==> src/rtl/eth_key_extract.sv <==
// rtl/eth_key_extract.sv - IPv4 TCP/UDP flow key extractor on a 64-bit frame stream
// Ports:
//   clk, rst                      clock; synchronous active-high reset
//   s_data, s_keep                frame beat and byte-valid mask (byte i at s_data[8*i+7:8*i])
//   s_valid, s_last               beat valid (always accepted) and end-of-frame marker
//   in_key, in_flag               flow key {src ip, dst ip, src port, dst port}, flags {UDP,RST,FIN,SYN}
//   in_valid                      one-cycle strobe per emitted key
//   cnt_frames/keys/skipped       wrapping statistics counters
module eth_key_extract #(
  parameter int KEY_SIZE = 96
) (
  input  logic                clk,
  input  logic                rst,
  input  logic [63:0]         s_data,
  input  logic [7:0]          s_keep,
  input  logic                s_valid,
  input  logic                s_last,
  output logic [KEY_SIZE-1:0] in_key,
  output logic [3:0]          in_flag,
  output logic                in_valid,
  output logic [31:0]         cnt_frames,
  output logic [31:0]         cnt_keys,
  output logic [31:0]         cnt_skipped
);

  typedef enum logic [1:0] {ST_IDLE, ST_PARSE, ST_DONE} state_e;

  state_e              state_q, state_d;
  logic [2:0]          beat_q, beat_d;
  logic                udp_q, udp_d;
  logic                emitted_q, emitted_d;
  logic [KEY_SIZE-1:0] part_q, part_d;
  logic [KEY_SIZE-1:0] key_q;
  logic [3:0]          flag_q;
  logic                valid_q;
  logic [31:0]         frames_q, keys_q, skipped_q;

  logic [7:0]          b [8];
  logic                emit;
  logic                frame_end;
  logic [KEY_SIZE-1:0] key_new;
  logic [3:0]          flag_new;

  always_comb begin
    for (int i = 0; i < 8; i++) begin
      b[i] = s_data[8*i +: 8];
    end
  end

  always_comb begin
    state_d   = state_q;
    beat_d    = beat_q;
    udp_d     = udp_q;
    emitted_d = emitted_q;
    part_d    = part_q;
    emit      = 1'b0;
    key_new   = part_q;
    flag_new  = 4'b0000;
    frame_end = 1'b0;

    if (s_valid) begin
      beat_d = (beat_q == 3'd6) ? 3'd6 : beat_q + 3'd1;
      case (state_q)
        ST_IDLE: state_d = ST_PARSE;
        ST_PARSE: begin
          case (beat_q)
            // ethertype 0x0800 and version/IHL 0x45 (untagged, no options)
            3'd1: begin
              if (!(b[4] == 8'h08 && b[5] == 8'h00 && b[6] == 8'h45)) state_d = ST_DONE;
            end
            // protocol TCP/UDP, and no fragment offset or MF bit (DF is allowed)
            3'd2: begin
              udp_d = (b[7] == 8'd17);
              if (!(b[7] == 8'd6 || b[7] == 8'd17) || ((b[4] & 8'h3F) | b[5]) != 8'h00)
                state_d = ST_DONE;
            end
            3'd3: part_d[95:48] = {b[2], b[3], b[4], b[5], b[6], b[7]};
            3'd4: begin
              part_d[47:0] = {b[0], b[1], b[2], b[3], b[4], b[5]};
              if (udp_q) begin
                state_d = ST_DONE;
                if ((s_keep & 8'h20) != 8'h00) begin
                  emit     = 1'b1;
                  key_new  = {part_q[95:48], b[0], b[1], b[2], b[3], b[4], b[5]};
                  flag_new = 4'b1000;
                end
              end
            end
            // TCP flags byte: wire bit1 SYN, bit0 FIN, bit2 RST
            3'd5: begin
              state_d = ST_DONE;
              if ((s_keep & 8'h80) != 8'h00) begin
                emit     = 1'b1;
                key_new  = part_q;
                flag_new = {1'b0, b[7][2], b[7][0], b[7][1]};
              end
            end
            default: state_d = ST_DONE;
          endcase
        end
        default: ;
      endcase

      if (emit) emitted_d = 1'b1;

      if (s_last) begin
        state_d   = ST_IDLE;
        beat_d    = 3'd0;
        emitted_d = 1'b0;
        frame_end = 1'b1;
      end
    end
  end

  always_ff @(posedge clk) begin
    if (rst) begin
      state_q   <= ST_IDLE;
      beat_q    <= 3'd0;
      udp_q     <= 1'b0;
      emitted_q <= 1'b0;
      part_q    <= '0;
      key_q     <= '0;
      flag_q    <= 4'b0000;
      valid_q   <= 1'b0;
      frames_q  <= 32'd0;
      keys_q    <= 32'd0;
      skipped_q <= 32'd0;
    end else begin
      state_q   <= state_d;
      beat_q    <= beat_d;
      udp_q     <= udp_d;
      emitted_q <= emitted_d;
      part_q    <= part_d;
      valid_q   <= emit;
      if (emit) begin
        key_q  <= key_new;
        flag_q <= flag_new;
        keys_q <= keys_q + 32'd1;
      end
      if (frame_end) frames_q <= frames_q + 32'd1;
      // a frame whose emitting beat is also its last beat is not skipped
      if (frame_end && !emitted_q && !emit) skipped_q <= skipped_q + 32'd1;
    end
  end

  assign in_key      = key_q;
  assign in_flag     = flag_q;
  assign in_valid    = valid_q;
  assign cnt_frames  = frames_q;
  assign cnt_keys    = keys_q;
  assign cnt_skipped = skipped_q;

endmodule

==> config.mk <==
export PLATFORM = sky130hd
export DESIGN_NAME = eth_key_extract
export DESIGN_NICKNAME = d
export VERILOG_FILES = /design/src/rtl/eth_key_extract.sv
export SDC_FILE = /design/constraint.sdc
export NUM_CORES = 1
export LEC_CHECK = 0
export BUFFER_PORTS_ARGS = -buffer_cell sky130_fd_sc_hd__clkbuf_2
export CORE_MARGIN = 8
export CORE_UTILIZATION = 45
export CTS_CLUSTER_SIZE = 28
export DETAILED_ROUTE_END_ITERATION = 8
export GPL_ROUTABILITY_DRIVEN = 0
export PLACE_DENSITY_LB_ADDON = 0.3
export SLEW_MARGIN = 10
export SYNTH_ARGS = -nofsm -noshare
export SYNTH_HDL_FRONTEND = slang
export SYNTH_SLANG_ARGS = --single-unit
==> constraint.sdc <==
create_clock -name clk -period 3.1 [get_ports clk]
set_clock_uncertainty 0.05 [all_clocks]
set_input_delay 0.31 -clock clk [delete_from_list [all_inputs] [get_ports clk]]
set_output_delay 0.31 -clock clk [all_outputs]
set_load 0.02 [all_outputs]
* Yosys cells after proc, flatten, opt, wreduce, memory -nomap -nowiden
Cells that the tools add are included.
** Storage, ports and cells
- Bits in registers :: 300
- Logic and storage cells :: 81
- Output and inout bits :: 197
- Input port bits :: 76
** Operators by class
- Reductions and logical operators :: 19
- Add/subtract/negate cells :: 4
- Muxes and demuxes :: 30
- Equal/unequal tests :: 15
- Bitwise operators :: 1
** Operators by type and width (count)
- $mux 48 :: 5
- $add 32x1->32 const B :: 3
- $mux 4 :: 4
- $ne 4x4->1 const B :: 3
- $mux 1 :: 10
- $eq 3x3->1 const B :: 3
- $mux 3 :: 3
- $reduce_and 3->1 :: 3
- $eq 8x3->1 const B :: 1
- $eq 8x4->1 const B :: 1
- $eq 8x5->1 const B :: 1
- $eq 8x7->1 const B :: 1
- $logic_not 8->1 :: 1
- $mux 2 :: 4
- $or 6x8->8 :: 1
- $pmux 2 s4 :: 1
- $pmux 4 s2 :: 1
- $reduce_bool 8->1 :: 1
- $eq 3x2->1 const B :: 2
- $reduce_and 6->1 :: 1
- $logic_and 1x1->1 :: 4
- $pmux 2 s2 :: 1
- $add 3x1->3 const B :: 1
- $eq 3x1->1 const B :: 1
- other kinds (9) :: 12

* Depth between registers and ports, before layout
- Depth after elaboration :: 8
- Gate-level depth with buffers :: 10

* Worst setup path before layout
No wires, ideal clock.
- Kind :: register to register
- Start :: register beat_q[0]
- End :: register skipped_q[31] (netlist: cnt_skipped[31])
- Buffers on the path :: 0
- Cell stages (with the launch flop) :: 8
- Slack :: 0.825 ns
- Data arrival time :: 2.155 ns
- Setup time :: 0.070 ns
- Cell sequence :: dfxtp_1 -> inv_1 -> ha_1 -> a32o_2 -> a311oi_4 -> nand4_1 -> or4_1 -> a21oi_1
** Between the ends
- Word-level cells in the longest chain between the ends :: 7
- Elaborated cells on any way between the ends :: 8
** Ends and longest elaborated chain
- start, declared :: line 29 : logic [2:0] beat_q, beat_d;
- start signal, assigned :: line 130 : beat_q <= beat_d;
- $eq 3x3->1 :: line 66 : case (beat_q)
- $pmux 1 s2 * :: line 66
- $mux 1 * :: line 63 : case (state_q)
- $mux 1 * (2 in series) :: line 61 : if (s_valid) begin
- $logic_not 1->1 * :: line 142 : if (frame_end && !emitted_q && !emit) skipped_q <= skipped_q + 32'd1;
- $logic_and 1x1->1 * :: line 142
- end signal, assigned :: line 142
- end, declared :: line 36 : logic [31:0] frames_q, keys_q, skipped_q;
Mark *: on every way between the ends. The rest lies on a longest branch, timed or not. The select of a mux whose other input is x is not followed.
A chain may end at the register's enable or synchronous reset.

* Worst setup path in the final report
- Start :: register beat_q[1]
- End :: register keys_q[28] (netlist: cnt_keys[28])
** Between the ends
- Word-level cells in the longest chain between the ends :: 5
- Elaborated cells on any way between the ends :: 6
** Ends and longest elaborated chain
- $eq 3x3->1 :: line 66
- $pmux 1 s2 * :: line 66
- $mux 1 * :: line 63
- $mux 1 * (2 in series) :: line 61
- end signal, assigned :: line 138 : keys_q <= keys_q + 32'd1;
- end, declared :: line 36
Marked as above.

==> out/metrics.yaml <==
synth:
  muxShareOfSynthArea_pct: 4.346
  synthArstFlopShare_pct: 0
  ys_warn_count: 0
  ys.flop_type: "dfxtp_1"
  synthXorXnorAreaFrac_pct: 4.356
  yosys-top-cells-area: "dfxtp_1 50%, nand2_1 10%, a21oi_1 7.6%"
  yosysTopAreaCell: "dfxtp_1"
  synth_nets: 1528
  yosysSeqAreaShare_pct: 49.78
  syn_avg_cell_area_um2: 8.355
  synthAdderAreaFrac_pct: 0.8297
  yosys.area_share.simple_pct: 23.39
  yosys.cell_types.count: 51
  synth_edf_count: 0
  synth_area_um2: 12060
  synth_top_family_by_area: "simple AND/OR/NAND/NOR gates"
  ys_seq_elements: 300
  synth_compound_area_share_pct: 13.28
  synth_top_area_share_pct: 49.78
  netlist_instances: 1444
timing:
  hold_viol_final: 0
  fin_crit_ns: 2.592
  finalSetupViolations: 0
  setup_ws_ns: 0.5081
  slew_headroom_pct: 48.07
  rsz0062_at_grt: "no"
  setup_tns_ns: 0
  tightest_slew_ns: 0.7681
  fin_crit_sh_pct: 83.61
  max_freq_mhz: 385.8
  slew_viol_final: 0
critical_path:
  cp_max_fo: 14
  end_kind: "flip-flop"
  worstPathArrival_ns: 3.02
  critPathLaunchType: "flip-flop"
  worstPathRequired_ns: 3.53
  path_class: "flip-flop to flip-flop"
finish:
  drive_gt1_share_pct: 19.97
  area_growth_pct: 26.93
  fin_nets: 1817
grt:
  grt_usage_pct: 20.08
  use_met2_pct: 33.13
  antenna_found_initial: 2
  busiest_layer: "met2"
  grt_pass1_wl_um: 55140
  grt_max_degree: 167
  grt_pass1_vias: 10690
  use_met1_pct: 25.76
  grt.overflow.total: 0
  met3_usage_pct: 4.859
floorplan:
  die_w_um: 179.7
  fp-row-count: 60
  core_um2: 26650
  boundaryPins: 273
  initial_core_util_pct: 45.27
  die-area_um2: 32300
  die_h_um: 179.7
detailed_routing:
  wl_per_cell_um: 16.26
  drc: 0
  drt_iter0_drc: 807
  viasPerCell: 5.307
  antenna_left: 0
  first_pass_iters: 5
  vias: 11150
  routed_wl_um: 34170
pwr:
  vdd_ir_drop_max_mv: 0.4221
  powerDensity_nw_per_um2: 512.0
  leakage_nw: 5.567
cts:
  cts_setup_buffers: 0
  clk_path_buf_depth: 3
  cts_root_buffer: "clkbuf_16"
  path_clk_slew_ns: 0.06
  htree_num_levels: 1
  clk_latency_ns: 0.55
  cts_tree: "yes"
  cts.sinks: 300
  numCtsBuffers: 31
placement:
  place_ws_ns: 0.5183
  io_buffers: 266
  hpwl_um: 23120
min_path:
  hold_class: "primary input to flip-flop"
outcome:
  status: "complete, no violations"
run:
  drv_cap: 0
[state kept, by name (all words and copies together) (netlist names)]
name         flops
in_valid         1
in_key          96
udp_q            1
state_q          2
in_flag          4
cnt_keys        32
cnt_frames      32
beat_q           3
emitted_q        1
cnt_skipped     32
part_q          96
[stage by stage]
stage               cells  hold slack [ns]  total power [mW]  util [%]  instance area, um2
detailed placement   1978           0.3956             4.157     51.29               13670
CTS                  2099          0.02972             7.906     57.44               15310
global placement     1978           0.3858             4.155     51.29               13670
finish               2101          0.04728             7.840     57.46               15310
global route         2101          0.05313             8.076     57.46               15310
floorplan            1444           0.3821             4.051         -               12060
[area by class of cell]
class	instances	area, um2
clock inverters	10	128.9
flip-flops and latches	300	6006
well taps	341	426.7
diodes	2	5.005
repair buffers	349	2185
multi-input cells	1026	5589
clock buffers	48	879.6
fillers	2408	11340
inverters	25	93.84
[timing repair]
item	CTS	global route
resized for setup	0	0
hold endpoints to repair	94	0
hold buffers	63	0
[logic make-up after synthesis]
| kind of cell | count (synthesis) |
|---|---|
| compound gates | 278 |
| xor+xnor | 60 |
| fa+ha+maj | 8 |
| buf+inv | 118 |
| flops | 300 |
| mux | 52 |
| simple gates | 628 |
[cells in the mapped netlist (3+ instances only)]
cell type / count
inv_1: 25
or4_1: 4
buf_1: 7
mux2_2: 3
and3_1: 12
buf_2: 9
a21oi_1: 182
o31ai_1: 4
dfxtp_1: 300
a211oi_1: 48
clkbuf_1: 70
ha_1: 8
or3_1: 28
nand2_1: 321
xnor2_1: 31
xor2_1: 29
mux2i_1: 49
and2_1: 3
and4_1: 8
nand3_1: 31
o21ai_0: 28
nor3_1: 16
a22oi_1: 4
buf_4: 4
nor2b_1: 4
nor4_1: 20
nor4bb_1: 3
nor2_1: 131
nand4_1: 33
[power by group]
part	leakage [nW]	internal [mW]	total [mW]	switching, mW
registers	2.42	3.86	3.87	0.00898
logic	2.65	0.114	0.269	0.155
clock network	0.497	2.19	3.70	1.51
[metal layers]
| layer | wire [um] | part of all wire [%] | vias to the layer above |
|---|---|---|---|
| li1 | - | - | 5537 |
| met1 | 15140 | 44 | 5218 |
| met2 | 15800 | 46 | 331 |
| met3 | 2351 | 6.9 | 65 |
| met4 | 876 | 2.6 | 0 |
| met5 | 0 | 0 | - |
[placed cells by master (no fill, tap or decap), types with 5 or more instances in the layout]
master,n
nor3_1,16
clkbuf_16,31
nand3_1,30
clkbuf_1,13
buf_4,15
dlygate4sd3_1,63
or3_1,28
clkinv_2,6
dfxtp_1,300
ha_1,8
a211oi_1,48
and3_1,9
a21oi_1,182
nand4_1,33
nor2_1,131
clkbuf_2,265
xor2_1,29
and4_1,8
nand2_1,320
xnor2_1,31
mux2i_1,49
nor4_1,20
inv_1,25
o21ai_0,28
buf_12,5
[worst max-delay path: stages (launching register included)]
cell and delay (ns):
dfxtp_1 0.34, inv_1 0.09, ha_1 0.23, a32o_2 0.35, nand3_4 0.12, or4_4 0.65
or4_1 0.52, a21oi_1 0.15
[path summary, 6_finish.rpt]
path	end	start	slack [ns]	cells past startpoint
setup / recovery	cnt_keys[28]	beat_q[1]	0.51	7
setup reg to reg	cnt_keys[28]	beat_q[1]	0.51	7
hold reg to reg	in_key[55]	part_q[55]	0.40	2
hold / removal	part_q[11]	s_data[35]	0.05	3
No activity file was read; power rests on OpenSTA's default activity.
